===== src/rtl/vga_reg_pkg.sv =====
// Shared types and register map for the VGA sprite/score register writer.
package vga_reg_pkg;

    typedef enum logic {WAIT, FLUSH} state_t;

    localparam int VGA_ADDR_W = 9;
    localparam int VGA_DATA_W = 32;

    localparam logic [VGA_ADDR_W-1:0] REG_DINO_X  = 9'd0;
    localparam logic [VGA_ADDR_W-1:0] REG_DINO_Y  = 9'd1;
    localparam logic [VGA_ADDR_W-1:0] REG_JUMP_X  = 9'd2;
    localparam logic [VGA_ADDR_W-1:0] REG_JUMP_Y  = 9'd3;
    localparam logic [VGA_ADDR_W-1:0] REG_DUCK_X  = 9'd4;
    localparam logic [VGA_ADDR_W-1:0] REG_DUCK_Y  = 9'd5;
    localparam logic [VGA_ADDR_W-1:0] REG_SCAC_X  = 9'd6;
    localparam logic [VGA_ADDR_W-1:0] REG_SCAC_Y  = 9'd7;
    localparam logic [VGA_ADDR_W-1:0] REG_GODZ_X  = 9'd8;
    localparam logic [VGA_ADDR_W-1:0] REG_GODZ_Y  = 9'd9;
    localparam logic [VGA_ADDR_W-1:0] REG_SCORE_X = 9'd10;
    localparam logic [VGA_ADDR_W-1:0] REG_SCORE_Y = 9'd11;

    typedef struct packed {
        logic [VGA_ADDR_W-1:0] addr;
        logic [VGA_DATA_W-1:0] data;
    } reg_wr_t;

endpackage


===== src/rtl/reg_wr_fifo.sv =====
// Synchronous FIFO of register updates; head is read combinationally (no look-ahead).
module reg_wr_fifo
    import vga_reg_pkg::*;
#(
    parameter  int DEPTH = 16,
    localparam int PTR_W = $clog2(DEPTH),
    localparam int LVL_W = $clog2(DEPTH + 1)
) (
    input  logic             clk,
    input  logic             reset_n,
    input  logic             push,
    input  reg_wr_t          push_data,
    input  logic             pop,
    output reg_wr_t          head,
    output logic             full,
    output logic [LVL_W-1:0] level
);

    reg_wr_t          mem [DEPTH];
    logic [PTR_W-1:0] wr_ptr;
    logic [PTR_W-1:0] rd_ptr;

    // Pointers wrap naturally because DEPTH is a power of two.
    always_ff @(posedge clk or negedge reset_n) begin
        if (!reset_n) begin
            wr_ptr <= '0;
            rd_ptr <= '0;
            level  <= '0;
            for (int i = 0; i < DEPTH; i++) mem[i] <= '0;
        end else begin
            if (push) begin
                mem[wr_ptr] <= push_data;
                wr_ptr      <= wr_ptr + 1'b1;
            end
            if (pop) rd_ptr <= rd_ptr + 1'b1;
            if (push && !pop)      level <= level + 1'b1;
            else if (pop && !push) level <= level - 1'b1;
        end
    end

    assign head = mem[rd_ptr];
    assign full = (level == LVL_W'(DEPTH));

endmodule


===== src/rtl/vga_reg_writer.sv =====
// Replays buffered sprite/score register updates onto the VGA register bus.
// VGA_REG_WRITER_VSYNC_GATE_EN: start each flush at the VGA_VS falling edge instead of immediately.
module vga_reg_writer
    import vga_reg_pkg::*;
#(
    parameter  int DEPTH  = 16,
    parameter  int ADDR_W = VGA_ADDR_W,
    parameter  int DATA_W = VGA_DATA_W,
    localparam int LVL_W  = $clog2(DEPTH + 1)
) (
    input  logic              clk,
    input  logic              reset_n,
    input  logic              req_valid,
    output logic              req_ready,
    input  logic [ADDR_W-1:0] req_addr,
    input  logic [DATA_W-1:0] req_data,
    input  logic              VGA_VS,
    output logic              chipselect,
    output logic              write,
    output logic [ADDR_W-1:0] address,
    output logic [DATA_W-1:0] writedata,
    output logic [LVL_W-1:0]  level,
    output logic              busy,
    output logic              frame_done
);

    state_t           state, state_nx;
    logic [LVL_W-1:0] remaining, remaining_nx;
    logic             full, push, pop, last_pop, start;
    logic             done_p1;
    reg_wr_t          push_ent, head;

    assign req_ready     = !full;
    assign push          = req_valid && req_ready;
    assign push_ent.addr = VGA_ADDR_W'(req_addr);
    assign push_ent.data = VGA_DATA_W'(req_data);

    reg_wr_fifo #(.DEPTH(DEPTH)) u_fifo (
        .clk       (clk),
        .reset_n   (reset_n),
        .push      (push),
        .push_data (push_ent),
        .pop       (pop),
        .head      (head),
        .full      (full),
        .level     (level)
    );

`ifdef VGA_REG_WRITER_VSYNC_GATE_EN
    logic vs_q;

    always_ff @(posedge clk or negedge reset_n) begin
        if (!reset_n) vs_q <= 1'b1;
        else          vs_q <= VGA_VS;
    end

    assign start = vs_q && !VGA_VS && (level != '0);
`else
    logic unused_vs;
    assign unused_vs = VGA_VS;
    assign start     = (level != '0);
`endif

    // Entries pushed during a flush are excluded: remaining is latched at start.
    always_comb begin
        state_nx     = state;
        remaining_nx = remaining;
        pop          = 1'b0;
        last_pop     = 1'b0;
        case (state)
            WAIT: begin
                if (start) begin
                    state_nx     = FLUSH;
                    remaining_nx = level;
                end
            end
            FLUSH: begin
                pop          = 1'b1;
                remaining_nx = remaining - 1'b1;
                if (remaining == LVL_W'(1)) begin
                    last_pop = 1'b1;
                    state_nx = WAIT;
                end
            end
            default: state_nx = WAIT;
        endcase
    end

    // Stage p0 -> bus register: popped head appears on the bus one cycle later.
    always_ff @(posedge clk or negedge reset_n) begin
        if (!reset_n) begin
            state      <= WAIT;
            remaining  <= '0;
            write      <= 1'b0;
            address    <= '0;
            writedata  <= '0;
            busy       <= 1'b0;
            done_p1    <= 1'b0;
            frame_done <= 1'b0;
        end else begin
            state      <= state_nx;
            remaining  <= remaining_nx;
            write      <= pop;
            busy       <= (state_nx == FLUSH) || pop;
            done_p1    <= last_pop;
            frame_done <= done_p1;
            if (pop) begin
                address   <= ADDR_W'(head.addr);
                writedata <= DATA_W'(head.data);
            end
        end
    end

    assign chipselect = write;

endmodule


===== config.mk =====
export PLATFORM = sky130hd
export DESIGN_NAME = vga_reg_writer
export DESIGN_NICKNAME = d
export VERILOG_FILES = /design/src/rtl/vga_reg_pkg.sv /design/src/rtl/reg_wr_fifo.sv /design/src/rtl/vga_reg_writer.sv
export SDC_FILE = /design/constraint.sdc
export NUM_CORES = 1
export LEC_CHECK = 0
export CORE_MARGIN = 3
export CORE_UTILIZATION = 45
export CTS_BUF_LIST = sky130_fd_sc_hd__clkbuf_4
export DETAILED_ROUTE_END_ITERATION = 7
export GPL_TIMING_DRIVEN = 0
export PLACE_DENSITY = 0.7
export SLEW_MARGIN = 15
export SYNTH_ARGS = -nofsm -noshare
export SYNTH_HDL_FRONTEND = slang
export SYNTH_HIERARCHICAL = 1
export SYNTH_SLANG_ARGS = --single-unit

===== constraint.sdc =====
create_clock -name clk -period 7.2 [get_ports clk]
set_input_delay 1.44 -clock clk [delete_from_list [all_inputs] [get_ports clk]]
set_output_delay 1.44 -clock clk [all_outputs]
set_load 0.02 [all_outputs]

==> flow_metrics.py, run 1 <==
metrics = {
    "placement": {
        "place.detailed.hpwl_mm": 52.41,
        "preCtsSetupSlack_ps": 2804,
        "gp_congestion": 0.8013,
        "numPortBuffers": 94,
    },
    "clock_tree": {
        "cts_root_buffer": "clkbuf_4",
        "cts_made_buffers": 188,
        "clock_transition_at_path_regs_ps": 70,
        "number_of_buffers_inserted_by_hold_repair_at_cts": 0,
        "clk_latency_ps": 1050,
        "cts_post_setup_buffers_inserted": 0,
        "cts_buffer_depth": 3,
        "clock_sinks": 720,
        "cts-htree-levels": 4,
        "tritoncts": "built",
        "cts_resized": 0,
    },
    "logic_synthesis": {
        "synth-xor-area-share": 0.002739,
        "post_synth_and_or_nand_nor_area_fraction": 0.01451,
        "seq_area_frac_synth": 0.5634,
        "synth-warning-count": 6,
        "syn-mean-instance-area_um2": 16.08,
        "async_flop_share": 1.000,
        "synth-adder-area-share": 0.004929,
        "yosys_top_cell_area_share": 0.5634,
        "yosys_most_used_dff": "dfrtp_1",
        "synth_compound_gate_area_share": 0.02324,
        "synth_nets": 2046,
        "synth_cell_type_count": 41,
        "synth_edf_count": 0,
        "synth_area_leader_cell": "dfrtp_1",
        "synth.area.mux_share": 0.3620,
        "dominant_combinational_cell_family_by_area_after_synthesis": "multiplexers",
        "post_synth_main_area_contributors": "dfrtp_1 (56%), mux2_2 (24%), mux4_2 (12%), a22oi_1 (1.9%), buf_2 (1.0%)",
        "synth_area_um2": 31980,
        "post_synth_inst_count": 1989,
        "ys_seq_elements": 720,
    },
    "floorplan": {
        "core_area_um2": 70270,
        "die_width_um": 272.6,
        "fp.dieArea_um2": 74310,
        "floorplan.initialDensity": 0.4551,
        "pin_count": 96,
        "floorplan.rows": 97,
        "die_height_um": 272.6,
    },
    "sta": {
        "fin_worst_skew_ps": 69.01,
        "final.setup.tns_ps": 0,
        "worst_slew_margin_rel": 0.2747,
        "setup_viol": 0,
        "final.period_utilization": 0.5615,
        "fin_ws_ps": 3157,
        "timing_max_transition_violations_final": 0,
        "finalWorstPathRequiredPeriod_ps": 4043,
        "grt_setup_unrepaired": "no",
        "hold_viol": 0,
        "timing_worst_slew_pin_value_ps": 1088,
        "maxClockFrequency_ghz": 0.2474,
    },
    "layout": {
        "mostFrequentLayoutCells": "dfrtp_1 (720), mux2_2 (679), clkbuf_4 (298), mux4_2 (164), clkdlybuf4s50_1 (93)",
        "flow.area_growth_from_synthesis_pct": 15.10,
        "fillCellCount": 5758,
        "most_frequent_standard_cell_in_the_layout_excluding_fill_and_tap_cells": "dfrtp_1",
        "drive_gt1_frac": 0.5228,
        "final_nets": 2337,
    },
    "critical_path": {
        "critical-path-top-delay-family": "buffers and inverters",
        "cp.required_ps": 5760,
        "worst_path_max_delay_cell": "clkdlybuf4s50_1",
        "crit_type": "register to output port",
        "worst_setup_path_startpoint": "u_fifo/level[1]",
        "timing.rr.start": "u_fifo/level[1]",
        "critPathLaunchType": "register",
        "timing.critical_path.slowest_cell_delay_ps": 550,
        "crit_path_max_fanout": 7,
        "critical_path.endpoint_type": "output port",
        "critical_path_buf_inv_count": 2,
        "worstPathArrival_ps": 2600,
        "critical_path.cell_chain": "nor2_1, nand2_1, nor3_1, inv_1, clkdlybuf4s50_1",
    },
    "power": {
        "power.static_leakage_nw": 16.33,
        "power_switching_mw": 5.726,
        "power_frac_clock": 0.209,
        "p_int_mw": 11.91,
        "peakVddDrop_mv": 0.2452,
        "p_per_area_nw_per_um2": 479.2,
        "combinationalPowerShare": 0.393,
        "proportion_of_total_power_due_to_net_switching": 0.3246,
        "power_mw": 17.64,
        "seqPwrFrac": 0.398,
    },
    "detailed_routing": {
        "antenna_left": 0,
        "drc": 0,
        "routed-via-count": 19050,
        "drt_pass1_iterations": 5,
        "drtIter0Drc": 1329,
        "route.final.wire_length_mm": 80.53,
        "wl_per_cell_um": 23.97,
        "routed_via_density": 5.669,
    },
    "global_route": {
        "grt_first_pass_wirelength_mm": 123.5,
        "grt_antenna_before_repair": 5,
        "globalRouteTotalUtil": 0.2215,
        "grt_overflow": 0,
        "grt_pass1_vias": 20930,
        "grt_start_max_net_pins": 111,
    },
    "run_status": {
        "result_of_the_run": "completed",
    },
    "run": {
        "max-cap-violations": 0,
    },
    "hold_path": {
        "hold_path.class": "register to register",
        "timing.hold.worst.start": "done_p1",
    },
}
==> registers in the layout, indices dropped and copies added (netlist names), 4 cells and up <==
| signal | flops |
|---|---|
| u_fifo/mem | 656 |
| address | 9 |
| u_fifo/level | 5 |
| writedata | 32 |
| remaining | 5 |
| u_fifo/wr_ptr | 4 |
| u_fifo/rd_ptr | 4 |
==> power by group through the flow <==
| stage | clock (mW) | sequential (mW) | combinational (mW) |
|---|---|---|---|
| floorplan | 0 | 6.86 | 4.94 |
| global placement | 0 | 6.96 | 6.73 |
| CTS | 3.80 | 7.00 | 6.98 |
| finish | 3.68 | 7.02 | 6.93 |
| detailed placement | 0 | 7.07 | 6.96 |
| global route | 4.02 | 7.23 | 7.41 |
==> kinds of logic after synthesis <==
family,after synthesis
flops,720
compound gates,100
buf+inv,186
mux,864
xor+xnor,10
fa+ha+maj,12
simple gates,97
==> area by class of cell <==
| cell class | count | area, um2 | area share |
|---|---|---|---|
| inverters | 10 | 37.54 | 0.001020 |
| well taps | 940 | 1176 | 0.03195 |
| multi-input cells | 1083 | 13030 | 0.3539 |
| diodes | 4 | 10.01 | 0.0002719 |
| clock buffers | 298 | 2237 | 0.06077 |
| flip-flops and latches | 720 | 18020 | 0.4894 |
| plain buffers | 176 | 898.4 | 0.02440 |
| clock inverters | 28 | 267.8 | 0.007274 |
| repair buffers | 101 | 1139 | 0.03093 |
==> metrics by stage <==
stage	cell area (um2)	hold WS, ps	util	instances
2_1_floorplan	31980	331.2	-	1989
3_3_place_gp	34100	336.4	0.4852	3023
3_5_place_dp	34300	335.8	0.4881	3030
4_1_cts	36800	310.3	0.5237	3356
5_1_grt	36810	368.8	0.5239	3360
6_report	36810	347.9	0.5239	3360
==> Yosys cell counts (2+ instances only) <==
cell type / count
mux2_2: 679
buf_6: 10
xnor2_1: 6
buf_2: 67
a21o_1: 5
nor2_1: 8
a221o_1: 2
nand2_1: 60
buf_4: 21
xor2_1: 4
dfrtp_1: 720
nor4_1: 2
nand3b_1: 3
mux2_1: 21
mux4_2: 164
ha_1: 11
clkbuf_1: 66
nor2b_1: 4
nor3b_1: 2
nand4_1: 3
a22oi_1: 82
and2_1: 4
a21oi_1: 3
buf_1: 12
o21ai_0: 3
inv_1: 10
nor3_1: 3
==> per-layer routing <==
metal | global-route usage | part of all wire
met3 | 0.06286 | 0.071
met5 | 0 | 0.00032
met2 | 0.3597 | 0.49
met4 | 0.09545 | 0.033
met1 | 0.2790 | 0.41
==> final timing paths <==
path                                    to  slack (ps)  cells after the start
setup / recovery                 req_ready        3160                      5
hold reg to reg                 frame_done         350                      0
hold / removal                  frame_done         350                      0
max in group asynchronous  u_fifo/mem[495]        4530                      5
min in group asynchronous  u_fifo/level[4]         390                      1
setup reg to reg           u_fifo/level[4]        3860                     11
(Power assumes the default switching activity.)
==> run 2, diff against run 1 <==
==> constraint.sdc (replaced) <==
create_clock -name clk -period 4.05 [get_ports clk]
set_input_delay 0.81 -clock clk [delete_from_list [all_inputs] [get_ports clk]]
set_output_delay 0.81 -clock clk [all_outputs]
set_load 0.02 [all_outputs]
==> run 2 against run 1 <==
Critical path depth did not move. Sequential power rose by 78%. Count of clock-buffer cells in the layout did not move. Critical endpoint unchanged. Non-clock buffer count rose by 1. Routed wire length fell by 0.11%.
==> flow_metrics.py, run 2 (synthesized netlist as in run 1, its figures left out) <==
metrics = {
    "power": {
        "peakVddDrop_mv": 0.4351,
        "p_per_area_nw_per_um2": 851.1,
        "power.static_leakage_nw": 16.33,
    },
    "critical_path": {
        "timing.critical_path.slowest_cell_delay_ps": 550,
        "worst_path_max_delay_cell": "clkdlybuf4s50_1",
        "critical_path.endpoint_type": "output port",
        "worstPathArrival_ps": 2590,
        "critical_path.cell_chain": "nor2_1, nand2_1, nor3_1, inv_1, clkdlybuf4s50_1",
        "cp.required_ps": 3240,
        "critPathLaunchType": "register",
        "critical-path-top-delay-family": "buffers and inverters",
        "critical_path_buf_inv_count": 2,
        "crit_path_max_fanout": 7,
        "crit_type": "register to output port",
    },
    "floorplan": {
        "die_height_um": 272.6,
        "pin_count": 96,
        "core_area_um2": 70270,
        "die_width_um": 272.6,
        "fp.dieArea_um2": 74310,
        "floorplan.initialDensity": 0.4551,
        "floorplan.rows": 97,
    },
    "clock_tree": {
        "cts_buffer_depth": 3,
        "clock_sinks": 720,
        "tritoncts": "built",
        "cts-htree-levels": 4,
        "cts_made_buffers": 188,
        "cts_root_buffer": "clkbuf_4",
        "cts_post_setup_buffers_inserted": 0,
        "number_of_buffers_inserted_by_hold_repair_at_cts": 1,
        "cts_resized": 0,
        "clock_transition_at_path_regs_ps": 70,
        "clk_latency_ps": 1040,
    },
    "global_route": {
        "globalRouteTotalUtil": 0.2216,
        "grt_pass1_vias": 20940,
        "grt_first_pass_wirelength_mm": 123.5,
        "grt_start_max_net_pins": 111,
        "grt_antenna_before_repair": 5,
        "grt_overflow": 0,
    },
    "layout": {
        "final_nets": 2338,
        "top_flop_regs": "u_fifo/mem: 656 flops, writedata: 32 flops, address: 9 flops",
        "largest_register_ffs": 656,
        "most_frequent_standard_cell_in_the_layout_excluding_fill_and_tap_cells": "dfrtp_1",
        "regMostFlops": "u_fifo/mem",
        "finish.utilization": 0.5240,
        "mostFrequentLayoutCells": "dfrtp_1 (720), mux2_2 (679), clkbuf_4 (298), mux4_2 (164), clkdlybuf4s50_1 (93)",
        "drive_gt1_frac": 0.5225,
        "flow.area_growth_from_synthesis_pct": 15.13,
        "final_cell_count_no_fill": 3361,
    },
    "detailed_routing": {
        "drt_pass1_iterations": 7,
        "antenna_left": 0,
        "routed_via_density": 5.661,
        "drtIter0Drc": 1352,
        "wl_per_cell_um": 23.93,
        "route.final.wire_length_mm": 80.44,
        "routed-via-count": 19030,
        "drc": 0,
    },
    "sta": {
        "maxClockFrequency_ghz": 0.2937,
        "finalWorstPathRequiredPeriod_ps": 3405,
        "timing_max_transition_violations_final": 0,
        "final.setup.tns_ps": 0,
        "setup_viol": 0,
        "worst_slew_margin_rel": 0.2705,
        "final.period_utilization": 0.8407,
        "fin_worst_skew_ps": 68.47,
        "timing_worst_slew_pin_value_ps": 1094,
        "hold_viol": 0,
        "grt_setup_unrepaired": "no",
    },
    "run": {
        "max-cap-violations": 0,
    },
    "placement": {
        "placed_cells_incl_taps": 3030,
        "place.detailed.hpwl_mm": 52.41,
        "numPortBuffers": 94,
        "gp_congestion": 0.8013,
    },
    "run_status": {
        "result_of_the_run": "completed",
    },
    "hold_path": {
        "hold_path.class": "register to register",
    },
}
==> run 2: cell count changes in the layout (fill, tap and decap cells not counted) <==
cell,delta
dlygate4sd3_1,+1
==> run 2: metrics by stage <==
| stage | total power, mW | hold WS (ps) | setup slack [ps] | area (um2) |
|---|---|---|---|---|
| detailed placement | 24.95 | 335.8 | 283.7 | 34300 |
| global placement | 24.35 | 336.4 | -27860 | 34100 |
| global route | 33.17 | 366.6 | 420.4 | 36820 |
| finish | 31.34 | 348.3 | 645.2 | 36820 |
| floorplan | 20.97 | 331.2 | 1309 | 31980 |
| CTS | 31.61 | 279.7 | 478.4 | 36810 |
==> run 2: path summary, 6_finish.rpt <==
check                                      from              end  slack, ps  cells after the start
min in group asynchronous               reset_n  u_fifo/level[4]        370                      2
worst max-delay path            u_fifo/level[1]        req_ready        650                      5
worst min register to register          done_p1       frame_done        350                      0
worst min-delay path                    done_p1       frame_done        350                      0
worst max register to register  u_fifo/level[1]  u_fifo/level[4]        770                     11
max in group asynchronous               reset_n  u_fifo/mem[495]       1410                      6
==> run 2: worst reg2reg max path: cells and delay by family, from the launching register on <==
| family | cells | cell delay [ps] |
|---|---|---|
| AOI/OAI and AO/OA | 4 | 1110 |
| adders and majority gates | 2 | 720 |
| and+or+nand+nor | 4 | 670 |
| DFF | 1 | 540 |
| buffers and inverters | 1 | 140 |
==> run 2: final cells by class <==
cell class                 count  area (um2)
clock inverter                28       267.8
clock buffer                 298        2237
timing repair buffer         102        1149
fill                        5757       33450
inverter                      10       37.54
tap                          940        1176
multi-input combinational   1083       13030
sequential                   720       18020
buffer                       176       898.4
antenna                        4       10.01
==> run 2: power by group <==
group          switching, mW  internal (mW)
Combinational           5.47           6.84
Clock                   2.92           3.62
Sequential              1.77           10.7
Total                   10.2           21.2
==> run 2: per-layer routing <==
layer,up-vias,wire [um],share of wire,track usage
li1,8106,-,-,-
met1,10110,32730,0.41,0.2790
met2,621,39160,0.49,0.3599
met3,179,5829,0.072,0.06277
met4,6,2686,0.033,0.09545
met5,-,26,0.00032,0
==> run 3, diff against run 2 <==
==> constraint.sdc (replaced) <==
create_clock -name clk -period 3.5 [get_ports clk]
set_input_delay 0.7 -clock clk [delete_from_list [all_inputs] [get_ports clk]]
set_output_delay 0.7 -clock clk [all_outputs]
set_load 0.02 [all_outputs]
==> run 3 against run 2 <==
Die area is the same. Worst hold slack got worse by 98 ps. Via count hardly changed. Setup slack worse by 400 ps. Sequential share of layout area is essentially flat. Power increased by 16%. Critical endpoint unchanged. Cell count did not move. Largest cell class unchanged. Highest routed layer unchanged. Routed wire length hardly changed. Flip-flop and latch count is the same. Cell area hardly changed.
==> flow_metrics.py, run 3 (synthesized netlist as in run 1, its figures left out) <==
metrics = {
    "layout": {
        "flow.area_growth_from_synthesis_pct": 15.16,
        "top_flop_regs": "u_fifo/mem: 656 flops, writedata: 32 flops, address: 9 flops",
        "most_frequent_standard_cell_in_the_layout_excluding_fill_and_tap_cells": "dfrtp_1",
        "largest_register_ffs": 656,
        "mostFrequentLayoutCells": "dfrtp_1 (720), mux2_2 (679), clkbuf_4 (298), mux4_2 (164), clkdlybuf4s50_1 (93)",
        "final_nets": 2338,
        "drive_gt1_frac": 0.5234,
        "regMostFlops": "u_fifo/mem",
        "fin_area_um2": 36830,
    },
    "sta": {
        "timing_max_transition_violations_final": 0,
        "finalWorstPathRequiredPeriod_ps": 3254,
        "hold_viol": 0,
        "maxClockFrequency_ghz": 0.3073,
        "fin_worst_skew_ps": 71.28,
        "setup_viol": 0,
        "final.period_utilization": 0.9299,
        "worst_slew_margin_rel": 0.2716,
        "grt_setup_unrepaired": "no",
        "final.setup.tns_ps": 0,
        "timing_worst_slew_pin_value_ps": 1093,
    },
    "global_route": {
        "globalRouteTotalUtil": 0.2216,
        "grt_start_max_net_pins": 111,
        "grt_overflow": 0,
        "grt_first_pass_wirelength_mm": 123.5,
        "grt_antenna_before_repair": 5,
        "grt_pass1_vias": 20940,
    },
    "detailed_routing": {
        "route.final.wire_length_mm": 80.47,
        "routed-via-count": 19020,
        "antenna_left": 0,
        "drc": 0,
        "routed_via_density": 5.659,
        "drt_pass1_iterations": 7,
        "drtIter0Drc": 1340,
        "wl_per_cell_um": 23.94,
    },
    "placement": {
        "gp_congestion": 0.8013,
        "numPortBuffers": 94,
        "dpl-instance-area_um2": 34300,
        "place.detailed.hpwl_mm": 52.41,
    },
    "clock_tree": {
        "cts_root_buffer": "clkbuf_4",
        "cts-htree-levels": 4,
        "cts_made_buffers": 188,
        "tritoncts": "built",
        "clock_sinks": 720,
        "clk_latency_ps": 1050,
        "clock_transition_at_path_regs_ps": 70,
        "cts_buffer_depth": 3,
    },
    "critical_path": {
        "critical-path-top-delay-family": "buffers and inverters",
        "cp.required_ps": 2800,
        "crit_type": "register to output port",
        "critical_path.endpoint_type": "output port",
        "timing.rr.start": "u_fifo/level[1]",
        "crit_path_max_fanout": 7,
        "timing.critical_path.slowest_cell_delay_ps": 540,
        "critical_path.cell_chain": "nor2_1, nand2_1, nor3_2, inv_1, clkdlybuf4s50_1",
        "critical_path_buf_inv_count": 2,
        "r2r-end": "u_fifo/level[4]",
        "critPathLaunchType": "register",
        "worst_path_max_delay_cell": "clkdlybuf4s50_1",
        "worstPathArrival_ps": 2550,
        "r2r_cells": 11,
        "setup.reg_to_reg.worst_slack_ps": 380,
    },
    "power": {
        "peakVddDrop_mv": 0.5041,
        "power.static_leakage_nw": 16.34,
        "p_per_area_nw_per_um2": 984.9,
    },
    "hold_path": {
        "hold_path.class": "input pin to async pin",
    },
    "floorplan": {
        "fp.dieArea_um2": 74310,
        "floorplan.initialDensity": 0.4551,
        "pin_count": 96,
        "die_height_um": 272.6,
        "core_area_um2": 70270,
        "die_width_um": 272.6,
        "floorplan.rows": 97,
    },
    "run_status": {
        "result_of_the_run": "completed",
    },
    "run": {
        "max-cap-violations": 0,
    },
}
-- run 3: through the flow --
step	total power, mW	setup WS [ps]	hold WS [ps]	std cells	util
after global routing	38.39	34.16	256.6	3361	0.5241
after CTS	36.58	38.42	169.7	3357	0.5239
after floorplan	24.26	805.2	331.2	1989	-
final	36.27	245.5	250.0	3361	0.5241
after detailed placement	28.87	-156.3	335.8	3030	0.4881
after global placement	28.18	-28300	336.4	3023	0.4852
-- run 3: layout make-up --
class | count | area [um2]
well taps | 940 | 1176
clock inverters | 28 | 267.8
fillers | 5757 | 33440
multi-input cells | 1083 | 13040
diodes | 4 | 10.01
flip-flops and latches | 720 | 18020
inverters | 10 | 37.54
repair buffers | 102 | 1149
clock buffers | 298 | 2237
plain buffers | 176 | 898.4
-- run 3: how the worst max path moves through the flow --
stage                          startpoint         endpoint  slack, ps  cells past startpoint
after floorplan           u_fifo/level[1]  u_fifo/level[4]        810                     11
after global placement            reset_n  u_fifo/mem[495]     -28300                      1
final                     u_fifo/level[1]        req_ready        250                      5
after detailed placement        req_valid  u_fifo/level[4]       -160                      9
after CTS                 u_fifo/level[1]        req_ready         40                      5
after global routing      u_fifo/level[1]        req_ready         30                      5
-- run 3: where the power goes --
group / leakage (nW) / total (mW) / internal, mW / switching, mW
Sequential: 8.93 / 14.5 / 12.4 / 2.05
Combinational: 5.91 / 14.2 / 7.91 / 6.34
Clock: 1.49 / 7.57 / 4.19 / 3.38
Total: 16.3 / 36.3 / 24.5 / 11.8
-- run 3: timing repair --
action                                  in CTS  in global routing
buffers inserted                             0                  0
hold buffers                                 1                  0
endpoints found under the setup margin       0                  2
resized for setup                            0                  2
endpoints found under the hold margin       74                  0
-- run 3: worst register-to-register path: stages, from the launching register on --
cell,delay [ps]
dfrtp_1,530
nor2_1,80
nand2_1,90
nor3_2,50
nor2b_2,310
ha_1,260
inv_1,140
fa_1,430
a21o_1,210
a2111oi_0,500
a31oi_1,100
a221o_1,330
-- run 3: metal layers --
metal	vias up	global-route usage	routed length (um)
met5	-	0	26
met4	6	0.09545	2725
met3	177	0.06277	5790
met2	617	0.3599	39160
met1	10120	0.2790	32770
li1	8104	-	-
